--- src/rtl/dmem_arbiter_if.sv ---
// Bundle of the two requester ports and the data-memory bus around dmem_arbiter.
// The master side is the requesters plus the memory; the slave side is the arbiter.
interface dmem_arbiter_if #(
  parameter int ADDR_W = 64,
  parameter int DATA_W = 64
);
  logic              Req0;
  logic              Req1;
  logic              Write0;
  logic              Write1;
  logic [ADDR_W-1:0] Addr0;
  logic [ADDR_W-1:0] Addr1;
  logic [DATA_W-1:0] WData0;
  logic [DATA_W-1:0] WData1;
  logic              Done0;
  logic              Done1;
  logic [DATA_W-1:0] RData0;
  logic [DATA_W-1:0] RData1;
  logic [ADDR_W-1:0] MemAddress;
  logic [DATA_W-1:0] MemWriteData;
  logic              MemoryRead;
  logic              MemoryWrite;
  logic [DATA_W-1:0] MemReadData;
  logic              Busy;

  modport master (
    output Req0, Req1, Write0, Write1, Addr0, Addr1, WData0, WData1, MemReadData,
    input  Done0, Done1, RData0, RData1, MemAddress, MemWriteData,
           MemoryRead, MemoryWrite, Busy
  );

  modport slave (
    input  Req0, Req1, Write0, Write1, Addr0, Addr1, WData0, WData1, MemReadData,
    output Done0, Done1, RData0, RData1, MemAddress, MemWriteData,
           MemoryRead, MemoryWrite, Busy
  );
endinterface

--- src/rtl/dmem_arbiter.sv ---
// Two-port arbiter and access sequencer for the shared data memory: grants one
// load/store at a time, holds the memory strobes for MEM_LATENCY cycles, then pulses Done.
module dmem_arbiter #(
  parameter int ADDR_W         = 64,
  parameter int DATA_W         = 64,
  parameter int MEM_LATENCY    = 2,
  parameter int FIXED_PRIORITY = 0
) (
  input  logic          Clock,
  input  logic          ResetN,
  dmem_arbiter_if.slave bus
);

  localparam int CNT_W = (MEM_LATENCY > 1) ? $clog2(MEM_LATENCY) : 1;
  localparam logic [CNT_W-1:0] CNT_LOAD = CNT_W'(MEM_LATENCY - 1);

  typedef enum logic [1:0] {
    IDLE    = 2'd0,
    ACCESS  = 2'd1,
    RESPOND = 2'd2
  } state_t;

  state_t            state;
  state_t            state_nxt;
  logic [CNT_W-1:0]  cnt;
  logic [CNT_W-1:0]  cnt_nxt;
  logic              gnt;
  logic              gnt_nxt;
  logic              last_gnt;
  logic              last_nxt;
  logic              grab;

  logic              wr_p0;
  logic [ADDR_W-1:0] addr_p0;
  logic [DATA_W-1:0] wdata_p0;

  logic              done0_p1;
  logic              done1_p1;
  logic              mem_rd_p1;
  logic              mem_wr_p1;
  logic              busy_p1;
  logic [ADDR_W-1:0] mem_addr_p1;
  logic [DATA_W-1:0] mem_wdata_p1;
  logic [DATA_W-1:0] rdata0_p1;
  logic [DATA_W-1:0] rdata1_p1;

  // Returns the winning port (0 or 1); only meaningful when at least one request is high.
  function automatic logic pick_port(input logic r0, input logic r1, input logic last);
    if (r0 && r1) begin
      return (FIXED_PRIORITY != 0) ? 1'b0 : ~last;
    end
    return ~r0;
  endfunction

  always_comb begin
    state_nxt = state;
    cnt_nxt   = cnt;
    gnt_nxt   = gnt;
    last_nxt  = last_gnt;
    grab      = 1'b0;
    case (state)
      IDLE: begin
        if (bus.Req0 || bus.Req1) begin
          grab      = 1'b1;
          gnt_nxt   = pick_port(bus.Req0, bus.Req1, last_gnt);
          cnt_nxt   = CNT_LOAD;
          state_nxt = ACCESS;
        end
      end
      ACCESS: begin
        if (cnt == '0) begin
          state_nxt = RESPOND;
          last_nxt  = gnt;
        end else begin
          cnt_nxt = cnt - 1'b1;
        end
      end
      RESPOND: state_nxt = IDLE;
      default: state_nxt = IDLE;
    endcase
  end

  always_ff @(posedge Clock or negedge ResetN) begin
    if (!ResetN) begin
      state    <= IDLE;
      cnt      <= '0;
      gnt      <= 1'b0;
      last_gnt <= 1'b1;
    end else begin
      state    <= state_nxt;
      cnt      <= cnt_nxt;
      gnt      <= gnt_nxt;
      last_gnt <= last_nxt;
    end
  end

  // Grant stage: the winner's request is frozen here so requester changes during ACCESS are ignored.
  always_ff @(posedge Clock or negedge ResetN) begin
    if (!ResetN) begin
      wr_p0    <= 1'b0;
      addr_p0  <= '0;
      wdata_p0 <= '0;
    end else if (grab) begin
      wr_p0    <= gnt_nxt ? bus.Write1 : bus.Write0;
      addr_p0  <= gnt_nxt ? bus.Addr1  : bus.Addr0;
      wdata_p0 <= gnt_nxt ? bus.WData1 : bus.WData0;
    end
  end

  // Output stage: decoded from the current state, so strobes trail ACCESS by one cycle
  // and read data is sampled in RESPOND after the strobes have been held MEM_LATENCY cycles.
  always_ff @(posedge Clock or negedge ResetN) begin
    if (!ResetN) begin
      done0_p1     <= 1'b0;
      done1_p1     <= 1'b0;
      mem_rd_p1    <= 1'b0;
      mem_wr_p1    <= 1'b0;
      busy_p1      <= 1'b0;
      mem_addr_p1  <= '0;
      mem_wdata_p1 <= '0;
      rdata0_p1    <= '0;
      rdata1_p1    <= '0;
    end else begin
      mem_rd_p1    <= (state == ACCESS) && !wr_p0;
      mem_wr_p1    <= (state == ACCESS) &&  wr_p0;
      mem_addr_p1  <= addr_p0;
      mem_wdata_p1 <= wdata_p0;
      done0_p1     <= (state == RESPOND) && !gnt;
      done1_p1     <= (state == RESPOND) &&  gnt;
      busy_p1      <= (state_nxt != IDLE);
      if ((state == RESPOND) && !wr_p0) begin
        if (gnt) begin
          rdata1_p1 <= bus.MemReadData;
        end else begin
          rdata0_p1 <= bus.MemReadData;
        end
      end
    end
  end

  assign bus.Done0        = done0_p1;
  assign bus.Done1        = done1_p1;
  assign bus.RData0       = rdata0_p1;
  assign bus.RData1       = rdata1_p1;
  assign bus.MemAddress   = mem_addr_p1;
  assign bus.MemWriteData = mem_wdata_p1;
  assign bus.MemoryRead   = mem_rd_p1;
  assign bus.MemoryWrite  = mem_wr_p1;
  assign bus.Busy         = busy_p1;

endmodule

--- src/flat_wrapper.sv ---
// flat-port wrapper written by rule: the top's interface ports become plain ports
module dmem_arbiter_flat 
#(
  parameter int ADDR_W         = 64,
  parameter int DATA_W         = 64,
  parameter int MEM_LATENCY    = 2,
  parameter int FIXED_PRIORITY = 0
)
  (Clock, ResetN, bus_Req0, bus_Req1, bus_Write0, bus_Write1, bus_Addr0, bus_Addr1, bus_WData0, bus_WData1, bus_MemReadData, bus_Done0, bus_Done1, bus_RData0, bus_RData1, bus_MemAddress, bus_MemWriteData, bus_MemoryRead, bus_MemoryWrite, bus_Busy);
  dmem_arbiter_if #(.ADDR_W(ADDR_W), .DATA_W(DATA_W)) bus_i ();
  input  logic Clock;
  input  logic ResetN;
  input wire logic [$bits(bus_i.Req0)-1:0] bus_Req0;
  input wire logic [$bits(bus_i.Req1)-1:0] bus_Req1;
  input wire logic [$bits(bus_i.Write0)-1:0] bus_Write0;
  input wire logic [$bits(bus_i.Write1)-1:0] bus_Write1;
  input wire logic [$bits(bus_i.Addr0)-1:0] bus_Addr0;
  input wire logic [$bits(bus_i.Addr1)-1:0] bus_Addr1;
  input wire logic [$bits(bus_i.WData0)-1:0] bus_WData0;
  input wire logic [$bits(bus_i.WData1)-1:0] bus_WData1;
  input wire logic [$bits(bus_i.MemReadData)-1:0] bus_MemReadData;
  output wire logic [$bits(bus_i.Done0)-1:0] bus_Done0;
  output wire logic [$bits(bus_i.Done1)-1:0] bus_Done1;
  output wire logic [$bits(bus_i.RData0)-1:0] bus_RData0;
  output wire logic [$bits(bus_i.RData1)-1:0] bus_RData1;
  output wire logic [$bits(bus_i.MemAddress)-1:0] bus_MemAddress;
  output wire logic [$bits(bus_i.MemWriteData)-1:0] bus_MemWriteData;
  output wire logic [$bits(bus_i.MemoryRead)-1:0] bus_MemoryRead;
  output wire logic [$bits(bus_i.MemoryWrite)-1:0] bus_MemoryWrite;
  output wire logic [$bits(bus_i.Busy)-1:0] bus_Busy;
  assign bus_i.Req0 = bus_Req0;
  assign bus_i.Req1 = bus_Req1;
  assign bus_i.Write0 = bus_Write0;
  assign bus_i.Write1 = bus_Write1;
  assign bus_i.Addr0 = bus_Addr0;
  assign bus_i.Addr1 = bus_Addr1;
  assign bus_i.WData0 = bus_WData0;
  assign bus_i.WData1 = bus_WData1;
  assign bus_i.MemReadData = bus_MemReadData;
  assign bus_Done0 = bus_i.Done0;
  assign bus_Done1 = bus_i.Done1;
  assign bus_RData0 = bus_i.RData0;
  assign bus_RData1 = bus_i.RData1;
  assign bus_MemAddress = bus_i.MemAddress;
  assign bus_MemWriteData = bus_i.MemWriteData;
  assign bus_MemoryRead = bus_i.MemoryRead;
  assign bus_MemoryWrite = bus_i.MemoryWrite;
  assign bus_Busy = bus_i.Busy;
  dmem_arbiter #(.ADDR_W(ADDR_W), .DATA_W(DATA_W), .MEM_LATENCY(MEM_LATENCY), .FIXED_PRIORITY(FIXED_PRIORITY)) u_core (.Clock(Clock), .ResetN(ResetN), .bus(bus_i));
endmodule
--- config.mk ---
export PLATFORM = sky130hd
export DESIGN_NAME = dmem_arbiter_flat
export DESIGN_NICKNAME = d
export VERILOG_FILES = /design/src/rtl/dmem_arbiter_if.sv /design/src/rtl/dmem_arbiter.sv /design/src/flat_wrapper.sv
export SDC_FILE = /design/constraint.sdc
export NUM_CORES = 1
export LEC_CHECK = 0
export ABC_AREA = 1
export BUFFER_PORTS_ARGS = -buffer_cell sky130_fd_sc_hd__buf_2
export CORE_AREA = 2 2 226 228
export CTS_CLUSTER_SIZE = 16
export DETAILED_ROUTE_END_ITERATION = 10
export DIE_AREA = 0 0 228 230
export GPL_ROUTABILITY_DRIVEN = 0
export SYNTH_ARGS = -nofsm -noshare
export SYNTH_HDL_FRONTEND = slang
export SYNTH_SLANG_ARGS = --single-unit
--- constraint.sdc ---
create_clock -name Clock -period 3.3 [get_ports Clock]
set_input_delay 0.495 -clock Clock [delete_from_list [all_inputs] [get_ports Clock]]
set_output_delay 0.495 -clock Clock [all_outputs]
set_load 0.05 [all_outputs]
======== Yosys cells after proc, flatten, opt, wreduce, memory -nomap -nowiden ========
Cells that the tools add are included.
operators by class
  $add $sub $neg .......................... 1
  equality and inequality tests ........... 3
  muxes and demuxes ....................... 18
  bitwise logic cells ..................... 4
  reduce and logical (&&, ||, !) cells .... 16
operators by type and width
  operator                                                                 number
  64-bit two-way mux                                                       2
  1-bit two-way mux                                                        12
  2-bit AND reduction                                                      4
  1-bit logical AND                                                        6
  2-bit two-way mux                                                        2
  1-bit NOT                                                                4
  2-bit case mux with 2 select lines                                       1
  2-bit nonzero test                                                       2
  2-bit by 1-bit == test with 1-bit output, second input constant          1
  2-bit == test, second input constant                                     1
  1-bit zero test                                                          2
  2-bit zero test                                                          1
  2-bit by 1-bit inequality test with 1-bit output, second input constant  1
  1-bit case mux with 2 select lines                                       1
  1-bit logical OR                                                         1
  1-bit subtractor, second input constant                                  1
storage, ports and cells
  register bits after elaboration ......... 395
  input port bits ......................... 326
  output and inout port bits .............. 261
  logic and storage cells ................. 58

======== Depth between registers and ports, before layout ========
Gate-level depths: netlist of the first run.
  word-level depth ........................ 8
  depth in mapped cells ................... 10
  gate-level depth less buffers ........... 8

======== Least setup slack after synthesis of the first run ========
Ideal clock, no wire load.
  path type ............................... input to register
  from .................................... input bus_Req1
  to ...................................... register u_core.wdata_p0[10]
  library setup time ...................... 117 ps
  arrival time ............................ 1302 ps
  data required time ...................... 3183 ps
  setup slack ............................. 1881 ps
  stages on the path ...................... 8
  cell sequence ........................... inv_1 -> nand2_1 -> nand2_4 -> buf_2 -> clkbuf_1 -> a21oi_1 -> nand2_1 -> nand2_1
on the way
  cells in the longest elaborated chain, start to end .. 8
  elaborated cells between the ends (all ways) .. 11
ends and longest elaborated chain
  what                  line                 source
  from (decl)           flat_wrapper.sv:14   input wire logic [$bits(bus_i.Req1)-1:0] bus_Req1;
  1-bit logical AND     dmem_arbiter.sv:49   if (r0 && r1) begin
  1-bit two-way mux     dmem_arbiter.sv:49
  1-bit two-way mux     dmem_arbiter.sv:63   if (bus.Req0 || bus.Req1) begin
  1-bit two-way mux     dmem_arbiter.sv:61   case (state)
  1-bit two-way mux     dmem_arbiter.sv:52   return ~r0;
  1-bit two-way mux     dmem_arbiter.sv:63
  1-bit two-way mux     dmem_arbiter.sv:61
  64-bit two-way mux    dmem_arbiter.sv:106  wdata_p0 <= gnt_nxt ? bus.WData1 : bus.WData0;
  to (signal assigned)  dmem_arbiter.sv:106
  to (decl)             dmem_arbiter.sv:35   logic [DATA_W-1:0] wdata_p0;
Several ways; a longest one is shown, not always the timed one. The select of a mux whose other input is x is not followed.
A chain may end at the register's enable or synchronous reset.

======== Worst setup path after layout of the first run ========
  from .................................... register u_core.state[0]
  to ...................................... register u_core.rdata0_p1[44] (netlist: u_core.bus.RData0[44])
on the way
  cells in the longest elaborated chain, start to end .. 3
ends and longest elaborated chain
  what                           line                 source
  from (decl)                    dmem_arbiter.sv:23   state_t state;
  from (signal assigned)         dmem_arbiter.sv:90   state <= state_nxt;
  2-bit == test                  dmem_arbiter.sv:131  if ((state == RESPOND) && !wr_p0) begin
  1-bit logical AND              dmem_arbiter.sv:131
  2-bit AND reduction (no line)  -
  to (signal assigned)           dmem_arbiter.sv:135  rdata0_p1 <= bus.MemReadData;
  to (decl)                      dmem_arbiter.sv:44   logic [DATA_W-1:0] rdata0_p1;
Every way passes these cells.

==> summary.txt, run 1 <==
Power and ir drop
  – Sw Share: 0.491
  – VDD IR-drop max: 0.000688 V
  – Psw: 12.5 mW
  – Logic pwr share: 0.468
  – Clock Power Share: 0.201
  – Pwr Density: 1230 nW/um^2
  – Sequential share of power: 0.331
  – P_int: 13.0 mW
  – P_leak: 12.1 nW

Yosys
  – Largest area contributor in the netlist: dfrtp_1
  – Synthesized net count: 2059
  – Syn_area_per_cell: 8.89 sq um
  – Post-synthesis cell count: 1733
  – Post-synth EDFFs: 0
  – Ys flop type: dfrtp_1
  – Post-synthesis sequential area ratio: 0.642
  – Synth Warn #: 0
  – Synth cell types: 21
  – Post-Syn Area: 15400 sq um
  – Async S/R FF share, synth: 1.00
  – FF+latch count, synth: 395
  – Synth area leaders: dfrtp_1 (64%), nand2_1 (16%), inv_1 (8.0%)
  – Top-area cell type share of the netlist area: 0.640

STA
  – Final Critical Period: 2080 ps
  – Worst slew pin tran: 927 ps
  – Setup_tns: 0 ps
  – RSZ-0062 raised after global routing: false
  – Pins over their slew limit: 0
  – Fmax: 0.480 GHz
  – Clock Skew: 16.4 ps
  – # setup viols final: 0
  – Hold Vio Cnt, Final: 0
  – Final period util: 0.631
  – Slew headroom: 0.382

Setup path
  – Crit Path Category: register to register
  – Worst reg-to-reg path cell count: 7
  – Critical R2R Launch: u_core.state[0]
  – R2r setup slk: 1220 ps
  – Worst Path Arrival: 2480 ps
  – Critical Path Sink Type: register
  – Startpoint types: register
  – Capturing point of the worst reg2reg path: u_core.bus.RData0[44]
  – Worst Path Max Fanout: 81
  – Worst EP required: 3700 ps

Global routing
  – Remaining Overflow, GRT: 0
  – Global-route wire length before repair: 71.9 mm
  – GRT Total Usage: 0.173
  – Antenna violations before repair: 7
  – Pin count of the biggest net entering global routing: 110
  – Number of global-route vias before repair: 12900

Clock tree
  – TritonCTS Buffers: 45
  – Num Clock Sinks: 395
  – Post-CTS setup buffers: 0
  – CTS tree: built
  – Htree depth: 2
  – Clock Path Buffers: 3
  – Clock transition at path regs: 60 ps
  – CTS resizes: 0
  – Root Buffer: clkbuf_16
  – Cts hold-fix bufs: 1
  – Worst-Skew Late Latency: 550 ps

Route
  – Antenna Nets Post-Route: 0
  – # DRC: 0
  – WL final: 46.4 mm
  – Drt wl/cell: 15.4 um
  – Vias: 12900
  – Drt pass-1 iters: 5
  – DR vias/cell: 4.28
  – Number of DRC markers in iteration 0: 825

Layout
  – Commonest cells after routing, fill and taps aside: nand2_1 (650), buf_2 (585), dfrtp_1 (394)
  – # fillers: 5016
  – Most common cell after layout, fill and taps aside: nand2_1
  – Number of diodes: 0
  – P&R area growth vs syn: 33.8%
  – Finished Cell Area: 20600 sq um
  – Final cell count without fillers: 3020
  – Fin nets: 2637
  – Layout cells sized above 1: 0.299

Min path
  – Hold Crit Endpoint: u_core.bus.RData0[59]
  – Worst hold path type: input port to register
  – Cells on Worst Hold Path: 3
  – Worst hold start: bus_MemReadData[59]

Die
  – Cell row count: 82
  – Die area: 52400 sq um
  – Die height: 230 um
  – Area of the core: 49900 sq um
  – I/O pin count: 587
  – Starting Density: 0.309
  – DIE WIDTH: 228 um

Place
  – Hpwl dp: 34.3 mm
  – DP Area: 19100 sq um
  – IO buf count: 586
  – Cells after DPL: 2935

Status
  – Status: finished, final reports clean

Job
  – Max cap viols: 0
critical path: stages, from the launching register on:
cell and delay [ps]:
dfrtp_1 400, nor2_1 130, inv_2 70, nor2_2 160, nand2_4 490, buf_4 470, nand2_1 80, o21ai_1 60
cell families after synthesis:
kind of cell,after synthesis,synth area share
AOI/OAI and AO/OA,260,0.0854
and+or+nand+nor,663,0.163
buffers and inverters,415,0.110
DFF,395,0.642
cell usage after synthesis (4+ instances only):
| cell | instances |
|---|---|
| inv_1 | 330 |
| clkbuf_2 | 6 |
| o21ai_1 | 64 |
| buf_2 | 34 |
| o21ai_2 | 4 |
| a21oi_1 | 129 |
| dfrtp_1 | 394 |
| o21ai_0 | 63 |
| nor2_1 | 4 |
| buf_6 | 10 |
| nand2_1 | 653 |
| clkbuf_1 | 30 |
power by group through the flow:
stage	sequential [mW]	clock, mW	combinational [mW]
4_1_cts	8.45	5.26	12.0
3_3_place_gp	8.42	0	11.9
5_1_grt	8.70	5.46	12.7
2_1_floorplan	13.9	0	3.05
3_5_place_dp	8.50	0	12.0
6_report	8.43	5.11	11.9
state kept, by name (all words and copies together) (netlist names), 2 cells and up:
| name | flops |
|---|---|
| u_core.addr_p0 | 64 |
| u_core.wdata_p0 | 64 |
| u_core.bus.RData0 | 64 |
| u_core.bus.MemAddress | 64 |
| u_core.bus.MemWriteData | 64 |
| u_core.bus.RData1 | 64 |
| u_core.state | 2 |
layer usage:
metal / track usage / vias up / share of wire
li1: - / 6299 / -
met2: 0.303 / 477 / 0.50
met4: 0.0437 / 10 / 0.020
met5: 0 / - / 0.0011
met1: 0.208 / 6073 / 0.40
met3: 0.0531 / 65 / 0.080
worst max-delay path by stage:
| stage | from | end | slack (ps) |
|---|---|---|---|
| after floorplan | bus_Req1 | u_core.wdata_p0[10] | 1880 |
| after global placement | bus_Req0 | u_core.wdata_p0[34] | 1040 |
| after detailed placement | bus_Req0 | u_core.addr_p0[58] | 980 |
| after CTS | u_core.state[0] | u_core.bus.RData0[44] | 1220 |
| after global routing | u_core.state[1] | u_core.bus.RData0[19] | 1070 |
| final | u_core.state[0] | u_core.bus.RData0[44] | 1220 |
area by class of cell:
class | instances | area, sq um | share of cell area
inverters | 331 | 1240 | 0.0603
repair buffers | 615 | 3240 | 0.157
flip-flops and latches | 395 | 9890 | 0.479
well taps | 672 | 841 | 0.0408
multi-input cells | 923 | 3860 | 0.187
clock inverters | 18 | 208 | 0.0101
clock buffers | 66 | 1340 | 0.0649
per-stage QoR:
step	total power [mW]	utilization	hold WS (ps)	setup WS (ps)
global route	26.9	0.413	182	1070
CTS	25.8	0.413	160	1220
detailed placement	20.5	0.382	360	983
finish	25.4	0.413	199	1220
floorplan	17.0	-	199	1880
global placement	20.3	0.382	359	1040
Note: power is estimated with default switching activity, not from simulation.
==> inputs of run 2 (changes only) <==
- CORE_AREA: 2 2 226 228 -> 2 2 228 230
- DIE_AREA: 0 0 228 230 -> 0 0 230 232
- clock period: 3.3 -> 2.2 ns (I/O delays scaled with it)
==> run 2 against run 1 <==
Combinational power increased by 51%. Final cell count increased by 0.66%. Flip-flop and latch count unchanged. Sequential share of layout area decreased by 0.40 points. Worst setup slack got worse by 750 ps. Final area increased by 0.84%. Routed wire length decreased by 1.1%. Worst hold slack got worse by 160 ps. Critical path depth increased by 1.
==> summary.txt, run 2 (synthesized netlist as in run 1, its figures left out) <==
Power and ir drop
  – Pwr Density: 1820 nW/um^2 (+48%)
  – P_leak: 12.2 nW (+0.67%)
  – VDD IR-drop max: 0.000918 V (+33%)

Route
  – WL final: 45.9 mm (-1.1%)
  – Drt pass-1 iters: 5 (unchanged)
  – Antenna Nets Post-Route: 0 (unchanged)
  – Drt wl/cell: 15.1 um (-1.8%)
  – Number of DRC markers in iteration 0: 594 (-28%)
  – # DRC: 0 (unchanged)
  – Vias: 13000 (+0.90%)
  – DR vias/cell: 4.29 (+0.23%)

Die
  – Cell row count: 83 (+1.2%)
  – Area of the core: 50900 sq um (+2.1%)
  – I/O pin count: 587 (unchanged)
  – Die area: 53400 sq um (+1.8%)
  – Starting Density: 0.303 (-0.00621)
  – Die height: 232 um (+0.87%)
  – DIE WIDTH: 230 um (+0.88%)

Clock tree
  – Root Buffer: clkbuf_16
  – Worst-Skew Late Latency: 550 ps (about the same)
  – Clock Path Buffers: 3 (unchanged)
  – Clock transition at path regs: 60 ps (about the same)
  – Num Clock Sinks: 395 (unchanged)
  – TritonCTS Buffers: 43 (-4.4%)
  – Post-CTS setup buffers: 0 (unchanged)
  – CTS tree: built
  – Htree depth: 2 (unchanged)

STA
  – # setup viols final: 0 (unchanged)
  – Fmax: 0.578 GHz (+20%)
  – Final Critical Period: 1730 ps (-354 ps)
  – Pins over their slew limit: 0 (unchanged)
  – Final period util: 0.786 (+0.155)
  – Clock Skew: 11.6 ps (-4.73 ps)
  – Slew headroom: 0.514 (+0.132)
  – Worst slew pin tran: 729 ps (-198 ps)
  – RSZ-0062 raised after global routing: false
  – Setup_tns: 0 ps (unchanged)
  – Hold Vio Cnt, Final: 0 (unchanged)

Global routing
  – Global-route wire length before repair: 70.7 mm (-1.7%)
  – Number of global-route vias before repair: 13100 (+1.7%)
  – GRT Total Usage: 0.169 (-0.00445)
  – Pin count of the biggest net entering global routing: 152 (+38%)
  – Remaining Overflow, GRT: 0 (unchanged)
  – Antenna violations before repair: 8 (+1)

Min path
  – Worst hold path type: input port to register

Layout
  – Most common cell after layout, fill and taps aside: nand2_1
  – # fillers: 5101 (+1.7%)
  – Final cell count without fillers: 3040 (+0.66%)
  – Layout cells sized above 1: 0.299 (+0.000302)
  – Fin nets: 2653 (+0.61%)
  – Commonest cells after routing, fill and taps aside: nand2_1 (650), buf_2 (585), dfrtp_1 (394)
  – P&R area growth vs syn: 35.0%

Setup path
  – Crit path from: u_core.state[0]
  – Worst reg-to-reg path cell count: 8 (+1)
  – Capturing point of the worst reg2reg path: u_core.addr_p0[56]
  – Critical Path Sink Type: register
  – Crit Path Category: register to register
  – Critical R2R Launch: u_core.state[0]
  – Worst Path Arrival: 2160 ps (-320 ps)
  – Setup crit end: u_core.addr_p0[56]
  – Worst EP required: 2630 ps (-1070 ps)
  – Worst Path Max Fanout: 47 (-42%)
  – R2r setup slk: 470 ps (-750 ps)
  – Startpoint types: register

Place
  – IO buf count: 586 (unchanged)
  – Cells after DPL: 2956 (+0.72%)
  – Hpwl dp: 33.7 mm (-1.8%)

Status
  – Status: finished, final reports clean

Job
  – Max cap viols: 0 (unchanged)
==> run 2: cell types whose count changed in the layout (fill, tap and decap cells not counted), moves of 3 or more <==
cell,delta
buf_12,+10
buf_4,+3
clkinv_2,-3
dlygate4sd3_1,+5
==> run 2: critical path, stage by stage, from the launching register on <==
cell and delay, ps:
dfrtp_1 400, nor2_2 250, nand3_1 170, nand2_4 130, buf_12 180, buf_12 240
nand2_1 80, nand2_1 60, nand2_1 50
==> run 2: cell type report <==
| type | count | area, sq um | area share |
|---|---|---|---|
| antenna | 1 | 2.50 | 0.000120 |
| clock buffer | 66 | 1290 | 0.0623 |
| clock inverter | 11 | 138 | 0.00662 |
| inverter | 331 | 1240 | 0.0598 |
| multi-input combinational | 923 | 3860 | 0.186 |
| sequential | 395 | 9890 | 0.476 |
| tap | 680 | 851 | 0.0409 |
| timing repair buffer | 633 | 3510 | 0.169 |
==> run 2: what timing repair did <==
action                                 4_1_cts  5_1_grt
hold buffers                                 6        0
resized for setup                            0        0
endpoints found under the hold margin       41        0
==> run 2: worst min path at each step <==
stage | start | to | slack, ps | cells after the start
global route | bus_MemReadData[39] | u_core.bus.RData0[39] | 20 | 3
CTS | bus_MemReadData[6] | u_core.bus.RData0[6] | 0.4 | 3
finish | bus_MemReadData[17] | u_core.bus.RData0[17] | 40 | 3
floorplan | ResetN | u_core.addr_p0[0] | 30 | 0
global placement | ResetN | u_core.bus.RData1[59] | 290 | 1
detailed placement | ResetN | u_core.bus.RData1[59] | 290 | 1
==> run 2: stage by stage <==
step,cell area [sq um],power [mW],worst slack (ps),hold slack (ps),util
after global placement,19300,30.6,464,290,0.379
after floorplan,15400,25.5,883,34.4,-
after global routing,20800,40.1,350,24.2,0.409
after detailed placement,19300,30.8,424,293,0.379
after CTS,20800,38.3,446,0.403,0.409
final,20800,37.9,471,38.6,0.409
==> run 2: report_power, final <==
group,switching [mW],internal (mW)
clock network,2.89,4.40
logic,14.0,3.99
registers,1.71,10.9
==> run 2: metal layers <==
| layer | track usage | wire length, um | up-vias |
|---|---|---|---|
| met2 | 0.280 | 21700 | 514 |
| li1 | - | - | 6322 |
| met1 | 0.204 | 18500 | 6091 |
| met5 | 0 | 91 | - |
| met3 | 0.0544 | 4050 | 99 |
| met4 | 0.0657 | 1570 | 14 |
